$ cat src/rtl/truth_table_pkg.sv
// Shared types and sizing for the truth-table extractor.
package truth_table_pkg;

  localparam int ROWS   = 8;  // one row per input combination of a 3-input gate
  localparam int CODE_W = 8;  // one code bit per row
  localparam int ROW_W  = 3;  // row index width
  localparam int CNT_W  = 8;  // settle counter width

  typedef enum logic [1:0] {
    IDLE,
    DRIVE,
    SAMPLE,
    FINISH
  } state_t;

  // Row 000 lands in the MSB of the code and row 111 in the LSB.
  function automatic logic [ROW_W-1:0] code_bit(input logic [ROW_W-1:0] row);
    return ROW_W'(ROWS - 1) - row;
  endfunction

endpackage

$ cat src/rtl/sync2.sv
// Two-flop synchronizer for a single asynchronous input bit.
module sync2 (
  input  logic clk,
  input  logic rst,
  input  logic d,
  output logic q
);

  logic meta_q, meta_d;
  logic sync_q, sync_d;

  // Shift the asynchronous bit through two flop stages.
  always_comb begin
    meta_d = d;
    sync_d = meta_q;
  end

  // Synchronizer flops, cleared by the asynchronous reset.
  // NOTE: sequential state uses non-blocking assignments so every flop samples pre-edge values regardless of statement order.
  always_ff @(posedge clk or posedge rst) begin
    if (rst) begin
      meta_q <= 1'b0;
      sync_q <= 1'b0;
    end else begin
      meta_q <= meta_d;
      sync_q <= sync_d;
    end
  end

  assign q = sync_q;

endmodule

$ cat src/rtl/truth_table_extractor.sv
// Sweeps all eight input rows of a 3-input gate, samples its synchronized
// output after a settle delay and assembles the 8-bit truth-table code.
module truth_table_extractor
  import truth_table_pkg::*;
#(
  parameter int SETTLE_CYCLES = 4
) (
  input  logic              clk,
  input  logic              rst,
  input  logic              start,
  input  logic              abort,
  input  logic [CODE_W-1:0] expected,
  input  logic              dut_out,
  output logic [ROW_W-1:0]  dut_in,
  output logic              busy,
  output logic              done,
  output logic [CODE_W-1:0] code,
  output logic              code_valid,
  output logic              match
);

  localparam logic [CNT_W-1:0] LAST_SETTLE = CNT_W'(SETTLE_CYCLES - 1);
  localparam logic [ROW_W-1:0] LAST_ROW    = ROW_W'(ROWS - 1);

  state_t            state_q, state_d;
  logic [ROW_W-1:0]  row_q, row_d;
  logic [CNT_W-1:0]  settle_q, settle_d;
  logic [CODE_W-1:0] code_q, code_d;
  logic              code_valid_q, code_valid_d;
  logic              match_q, match_d;
  logic              done_q, done_d;
  logic              busy_q, busy_d;
  logic [ROW_W-1:0]  dut_in_q, dut_in_d;
  logic              armed_q, armed_d;
  logic              sync_out;

  // Bring the gate output into the clk domain before it is sampled.
  sync2 u_sync2 (
    .clk (clk),
    .rst (rst),
    .d   (dut_out),
    .q   (sync_out)
  );

  // Next-state and registered-output logic for the sweep FSM.
  // NOTE: every variable gets a default before the case so no path leaves it unassigned and no latch is inferred.
  always_comb begin
    state_d      = state_q;
    row_d        = row_q;
    settle_d     = settle_q;
    code_d       = code_q;
    code_valid_d = code_valid_q;
    match_d      = match_q;
    done_d       = 1'b0;
    // Goes high on the first edge after reset release, so a start
    // seen on that very edge is not accepted.
    armed_d      = 1'b1;

    case (state_q)
      IDLE: begin
        // Abort wins over a simultaneous start.
        if (start && !abort && armed_q) begin
          state_d      = DRIVE;
          row_d        = '0;
          settle_d     = '0;
          code_d       = '0;
          code_valid_d = 1'b0;
          match_d      = 1'b0;
        end
      end

      DRIVE: begin
        if (abort) begin
          state_d      = IDLE;
          code_valid_d = 1'b0;
          match_d      = 1'b0;
        end else if (settle_q == LAST_SETTLE) begin
          state_d = SAMPLE;
        end else begin
          settle_d = settle_q + CNT_W'(1);
        end
      end

      SAMPLE: begin
        if (abort) begin
          state_d      = IDLE;
          code_valid_d = 1'b0;
          match_d      = 1'b0;
        end else begin
          code_d[code_bit(row_q)] = sync_out;
          if (row_q == LAST_ROW) begin
            // Publish the result on the same edge that enters FINISH so
            // code_valid and match are already valid while done pulses.
            state_d      = FINISH;
            done_d       = 1'b1;
            code_valid_d = 1'b1;
            match_d      = (code_d == expected);
          end else begin
            state_d  = DRIVE;
            row_d    = row_q + ROW_W'(1);
            settle_d = '0;
          end
        end
      end

      FINISH: begin
        state_d = IDLE;
        if (abort) begin
          code_valid_d = 1'b0;
          match_d      = 1'b0;
        end
      end

      default: begin
        state_d = IDLE;
      end
    endcase

    // Stimulus and busy follow the state being entered, so they line up
    // with that state's cycles.
    busy_d   = (state_d == DRIVE) || (state_d == SAMPLE);
    dut_in_d = busy_d ? row_d : '0;
  end

  // State and output registers; reset discards any partial sweep.
  always_ff @(posedge clk or posedge rst) begin
    if (rst) begin
      state_q      <= IDLE;
      row_q        <= '0;
      settle_q     <= '0;
      code_q       <= '0;
      code_valid_q <= 1'b0;
      match_q      <= 1'b0;
      done_q       <= 1'b0;
      busy_q       <= 1'b0;
      dut_in_q     <= '0;
      armed_q      <= 1'b0;
    end else begin
      state_q      <= state_d;
      row_q        <= row_d;
      settle_q     <= settle_d;
      code_q       <= code_d;
      code_valid_q <= code_valid_d;
      match_q      <= match_d;
      done_q       <= done_d;
      busy_q       <= busy_d;
      dut_in_q     <= dut_in_d;
      armed_q      <= armed_d;
    end
  end

  assign dut_in     = dut_in_q;
  assign busy       = busy_q;
  assign done       = done_q;
  assign code       = code_q;
  assign code_valid = code_valid_q;
  assign match      = match_q;

endmodule

$ cat config.mk
export PLATFORM = sky130hd
export DESIGN_NAME = truth_table_extractor
export DESIGN_NICKNAME = d
export VERILOG_FILES = /design/src/rtl/truth_table_pkg.sv /design/src/rtl/sync2.sv /design/src/rtl/truth_table_extractor.sv
export SDC_FILE = /design/constraint.sdc
export NUM_CORES = 1
export LEC_CHECK = 0
export CAP_MARGIN = 0
export CORE_MARGIN = 2
export CORE_UTILIZATION = 55
export CTS_BUF_LIST = sky130_fd_sc_hd__clkbuf_8
export CTS_CLUSTER_DIAMETER = 120
export CTS_CLUSTER_SIZE = 10
export DETAILED_ROUTE_END_ITERATION = 6
export PLACE_DENSITY = 0.82
export SYNTH_ARGS = -nofsm -noshare
export SYNTH_HDL_FRONTEND = slang
export SYNTH_SLANG_ARGS = --single-unit
export TNS_END_PERCENT = 30
$ cat constraint.sdc
create_clock -name clk -period 2.9 [get_ports clk]
set_input_delay 0.58 -clock clk [delete_from_list [all_inputs] [get_ports clk]]
set_output_delay 0.58 -clock clk [all_outputs]
set_load 0.01 [all_outputs]
; Yosys cells after proc, flatten, opt, wreduce, memory -nomap -nowiden
; Cells that the tools add are included.
; Widths: inputs -> output; s select.
[word_totals]
register_bits = 31
in_bits = 13
out_inout_bits = 15
word_cells = 77
[classes]
n_addsub = 3
n_lt_le_gt_ge = 2
n_eq_ne = 15
muxes = 33
reduce_logical = 12
[ops]
columns = cell, n
row1 = $mux 8, 6
row2 = $pmux 8 s3, 1
row3 = $pmux 8 s2, 1
row4 = $mux 3, 4
row5 = $mux 1, 10
row6 = $mux 2, 5
row7 = $ne 2x2->1 const B, 5
row8 = $add 8x1->8 const B, 1
row9 = $bwmux 8, 1
row10 = $eq 8x2->1 const B, 1
row11 = $eq 8x8->1, 1
row12 = $pmux 2 s4, 1
row13 = $eq 2x2->1 const B, 3
row14 = $pmux 1 s3, 2
row15 = $pmux 3 s2, 1
row16 = $reduce_and 3->1, 2
row17 = $reduce_and 6->1, 1
row18 = $eq 2x1->1 const B, 2
row19 = $lt 3x4->1 const B, 1
row20 = $add 3x1->3 const B, 1
row21 = $demux 1 s3, 1
row22 = $eq 3x3->1 const B, 1
row23 = $ge 3x1->1 const B, 1
row24 = $logic_and 1x1->1, 3
row25 = 9 further kinds, 9

; Logic depth before layout (Yosys ltp)
[depth]
ltp_word = 10
mapped_depth = 7
ltp_nobuf = 7

; Hierarchy
; From an unflattened synthesis, not the netlist that was laid out.
[unflattened]
hier_cells = 203
hier_area_um2 = 1831.8
[modules_own_cells]
columns = mod, instances, cells_per_inst, area_each_um2, seq_area_each_um2
row1 = truth_table_extractor, 1, 200, 1778.0, 725.7
row2 = sync2, 1, 3, 53.8, 50.0

; Worst setup path before layout
; Ideal clock, no wire load.
[synth_path]
kind = reg-to-reg
startpoint = register row_q[1]
endpoint = register match_q (netlist: match)
setup_time_ns = 0.103
arrival_ns = 1.962
required_ns = 2.797
path_slack_ns = 0.835
stages_incl_launch_ff = 8
path_buffers = 2
synth_period_minus_slack_ns = 2.065
path_cell_list = dfrtp_1 -> buf_6 -> or3b_1 -> buf_2 -> mux2i_1 -> nor2_1 -> or4_4 -> o41ai_2
[synth_via]
elab_chain_cells = 10
elab_cells_between_ends = 14
classes_between = add/sub (1) / order compare (2) / eq/ne (3) / mux (6) / reduce/logical (2)
[synth_rtl]
columns = item, line_no
row1 = from (decl), truth_table_extractor.sv:26  ; logic [ROW_W-1:0] row_q, row_d;
row2 = from (signal assigned), truth_table_extractor.sv:140  ; row_q <= row_d;
row3 = $sub 3x3->3, truth_table_pkg.sv:18  ; return ROW_W'(ROWS - 1) - row;
row4 = $lt 3x4->1 (not written as such) or $ge 3x1->1 (tied branches), truth_table_extractor.sv:90  ; code_d[code_bit(row_q)] = sync_out;
row5 = $logic_and 1x1->1 (not written as such), truth_table_extractor.sv:90
row6 = $mux 1 (not written as such), truth_table_extractor.sv:90
row7 = $demux 1 s3, truth_table_extractor.sv:90
row8 = $bwmux 8, truth_table_extractor.sv:90
row9 = $eq 8x8->1, truth_table_extractor.sv:97  ; match_d = (code_d == expected);
row10 = $mux 1, truth_table_extractor.sv:91  ; if (row_q == LAST_ROW) begin
row11 = $mux 1, truth_table_extractor.sv:85  ; if (abort) begin
row12 = $pmux 1 s3, truth_table_extractor.sv:59  ; case (state_q)
row13 = to (signal assigned), truth_table_extractor.sv:144  ; match_q <= match_d;
row14 = to (decl), truth_table_extractor.sv:30  ; logic match_q, match_d;
; Several ways; a longest one is shown, not always the timed one. The select of a mux whose other input is x is not followed.
; A chain may end at the register's enable or synchronous reset.

; Worst setup path in the final report
; Same ends and word-level chain as after synthesis.

==> reports/qor.log <==
[power_and_ir_drop] internal cell power 0.0006679 W
[synthesis] total nets after synthesis 201
[hold_path] Hold Crit Class register to register
[job] max-cap check violation count 0
[floorplanning] vertical die dimension 59.28 um
[drt] average via count per standard cell 6.180
[power_and_ir_drop] Net Sw Frac 27.25%
[finish] layout filler cell count 238
[clock_tree] TritonCTS clock tree done
[setup_path] Crit Reg-Reg Startpoint row_q[1]$_DFF_PP0_
[floorplanning] Top-Level Pins 28
[synthesis] Yosys cell types 41
[global_route] aggregate global routing overflow 0
[finish] footprint of the flip-flops and latches 775.7 sq um
[setup_path] crit path from row_q[1]$_DFF_PP0_
[sta] peak clock frequency supported by timing 414.7 MHz
[placement] Post-Place Cells 242
[finish] final std cell area, no fill 2071 sq um
[placement] post-placement setup slack 400.5 ps
[sta] least setup slack across all paths after layout 488.5 ps
[drt] M1 wire length 1.631 mm
[drt] Iteration-0 DRC Markers 109
[drt] detailed-route wire length per cell 15.02 um
[drt] residual DRC count 0
[sta] worst setup skew after layout 9.684 ps
[hold_path] Hold Path Origin u_sync2.meta_q$_DFF_PP0_
[drt] top routing layer used met4
[drt] Detail Route Antenna Nets 0
[power_and_ir_drop] proportion of power drawn by flip-flops and latches 50.9%
[sta] minimum clock period after layout 2412 ps
[drt] Vias 1545
[placement] cell area after placement 1982 sq um
[synthesis] number of enable-type register cells in the synthesized netlist 0
[setup_path] CP cell instances ha_1, nand2_1, nor3_1, nand4_1, or4_1, o41ai_2
[drt] Detailed Routing Iterations Pass 1 4
[clock_tree] total number of H-tree levels 2
[placement] dpl hpwl 2.688 mm
[drt] final routed wirelength across all metal layers 3.756 mm
[floorplanning] Die Outline Area 3514 sq um
[synthesis] syn avg cell area 9.034 sq um
[finish] Diodes inserted 0
[synthesis] main area contributors after synthesis sky130_fd_sc_hd__dfrtp_1 (46%), sky130_fd_sc_hd__a21oi_1 (4.8%), sky130_fd_sc_hd__nand2_1 (4.5%), sky130_fd_sc_hd__o21ai_0 (4.5%), sky130_fd_sc_hd__nor3_1 (2.7%)
[clock_tree] clock input transition at the sequential cells of the worst setup and hold paths 70 ps
[power_and_ir_drop] Worst VDD drop 0.3150 mV
[clock_tree] Root Driver sky130_fd_sc_hd__clkbuf_8
[global_route] wire length of the first global-routing pass 6.361 mm
[placement] routability-driven placement congestion ratio 0.8930
[synthesis] Warnings, synthesis 0
[synthesis] Netlist Area Pre-Place 1680 sq um
[floorplanning] area of the core region 2978 sq um
[power_and_ir_drop] P_sw 0.0002501 W
[floorplanning] count of standard-cell rows 20
[finish] ratio of cells with drive above 1 in the final layout 7.373%
[synthesis] portion of the post-synthesis area used by sequential elements 46.17%
[clock_tree] Resize count post-CTS 0
[power_and_ir_drop] clock network fraction of design power 36.7%
[finish] final cell count without fillers 250
[placement] buffers added on ports 27
[clock_tree] clock insertion delay at the later pin of the skew report 290 ps
[finish] net count of the finished layout 231
[global_route] number of global-route vias before repair 1437
[clock_tree] clock buffer count from CTS 5
[synthesis] number of storage elements in the synthesis netlist 31
[sta] Setup-failing EPs final 0
[sta] max-slew violation total from the final report 0
[drt] wire length on met3 271 um
[synthesis] share of Yosys cell area claimed by the top area cell type 46.17%
[synthesis] leading register cell type out of synthesis sky130_fd_sc_hd__dfrtp_1
[setup_path] largest driver fanout on the critical path 10
[setup_path] largest stage delay on the critical path 540 ps
[power_and_ir_drop] leakage power 0.8690 nW
[setup_path] category of the most critical setup path register to register
[power_and_ir_drop] part of the total power dissipated in combinational logic 12.3%
[sta] Hold Vio Cnt, Final 0
[synthesis] share of flip-flops with an asynchronous set or reset 100.0%
[clock_tree] number of sinks handled by clock tree synthesis 31
[sta] Setup TNS Final 0 ps
[clock_tree] hold buffer count at CTS 0
[floorplanning] starting utilization of the core area 56.43%
[global_route] overall track demand over capacity in global routing 24.31%
[finish] Layout Area Growth over Synthesis 23.23%
[synthesis] cell with the most instances after synthesis sky130_fd_sc_hd__dfrtp_1
[setup_path] highest-delay cell along the critical path sky130_fd_sc_hd__or4_1
[drt] sum of met2 wire segment lengths after detailed routing 1.781 mm
[finish] area used by multi-input combinational logic 823.3 sq um
[run_status] run status finished clean
[synthesis] Synth top cells by count sky130_fd_sc_hd__dfrtp_1 (31), sky130_fd_sc_hd__nand2_1 (20), sky130_fd_sc_hd__a21oi_1 (16), sky130_fd_sc_hd__o21ai_0 (15), sky130_fd_sc_hd__inv_1 (11)
[synthesis] cell count after synthesis 186
[clock_tree] Max clock buf depth 2
[setup_path] endpoint required time on the critical path 3090 ps
[setup_path] critical path capture point type register
[sta] share of the clock period used by the worst path 83.16%
[clock_tree] Post-CTS Setup Bufs 0
[setup_path] Worst setup SP type register
[synthesis] post-synth top area cell sky130_fd_sc_hd__dfrtp_1
[floorplanning] Die X 59.28 um
[global_route] maximum number of pins on one net before global-route repair 32
[power_and_ir_drop] Pwr per Cell Area 443.3 nW/um^2
[sta] setup repair after global routing missed its margin no
[setup_path] CP arrival 2600 ps
[global_route] initial antenna violation count 0
-- routing by layer --
metal	track usage [%]	vias to the layer above
li1	-	731
met1	31.69	742
met5	0	-
met3	5.240	9
met4	9.091	0
met2	39.56	63
-- area by class of cell --
type | count | share of cell area [%]
clock buffer | 5 | 3.323
multi-input combinational | 136 | 39.76
tap | 33 | 1.994
inverter | 11 | 1.994
clock inverter | 3 | 0.9668
sequential | 31 | 37.46
timing repair buffer | 31 | 14.50
-- critical path, delay by kind of cell, from the launching register on --
family          cells  cell delay (ps)
simple gates        4             1190
fa+ha+maj           1              260
compound gates      1              350
flops               1              510
-- flip-flops by register name, summed over array words and instances, names as in the netlist --
| name | cells |
|---|---|
| match | 1 |
| code_valid | 1 |
| u_sync2.q | 1 |
| done | 1 |
| settle_q | 8 |
| armed_q | 1 |
| code | 8 |
| u_sync2.meta_q | 1 |
| busy | 1 |
| dut_in | 3 |
| row_q | 3 |
| state_q | 2 |
-- power groups by stage --
stage / logic, W / registers (W) / clock network (W)
final: 0.000113 / 0.000467 / 0.000337
after global routing: 0.000128 / 0.000469 / 0.000363
after CTS: 0.000114 / 0.000467 / 0.000345
after detailed placement: 0.000113 / 0.000474 / 0
after global placement: 0.000110 / 0.000473 / 0
after floorplan: 0.0000750 / 0.000467 / 0
-- cells by family after synthesis --
family / Yosys count / synth area share (%)
and+or+nand+nor: 71 / 22.04
DFF: 31 / 46.17
buffers and inverters: 19 / 4.840
other: 1 / 0.2232
xor gates and xnor gates: 5 / 2.607
adders and majority gates: 2 / 1.489
muxes: 5 / 3.053
AOI/OAI and AO/OA: 52 / 19.58
-- per-stage QoR --
step | util (%) | hold slack (ps) | power (W)
2_1_floorplan | - | 331.2 | 0.0005425
3_3_place_gp | 66.55 | 334.6 | 0.0005828
3_5_place_dp | 66.55 | 347.9 | 0.0005872
4_1_cts | 69.54 | 362.8 | 0.0009255
5_1_grt | 69.54 | 364.6 | 0.0009603
6_report | 69.54 | 356.3 | 0.0009180
-- worst paths after layout --
check                                      endpoint  slack [ps]  depth (start not counted)
worst max-delay path              match$_DFFE_PP0P_         490                          6
worst max register to register    match$_DFFE_PP0P_         490                          6
worst min-delay path            u_sync2.q$_DFF_PP0_         360                          0
min in group asynchronous       dut_in[2]$_DFF_PP0_         660                          3
max in group asynchronous       code[5]$_DFFE_PP0P_        1940                          3
worst min register to register  u_sync2.q$_DFF_PP0_         360                          0
-- layout by cell type, fill, tap and decap left out, drive strengths merged, types with 2 or more instances in the layout --
cell type	count
clkinvlp	2
nor2	9
mux2i	4
xor2	2
and2	4
a32o	3
or4	2
and3	3
or3b	2
o22ai	5
o21ai	15
nand2	20
a21oi	16
xnor2	3
clkdlybuf4s50	27
nand2b	3
dfrtp	31
nor3	9
o32ai	3
nand4	3
inv	11
o31ai	4
clkbuf	5
nand3b	2
ha	2
nand3	8
buf	4
No activity file was read; power rests on OpenSTA's default activity.
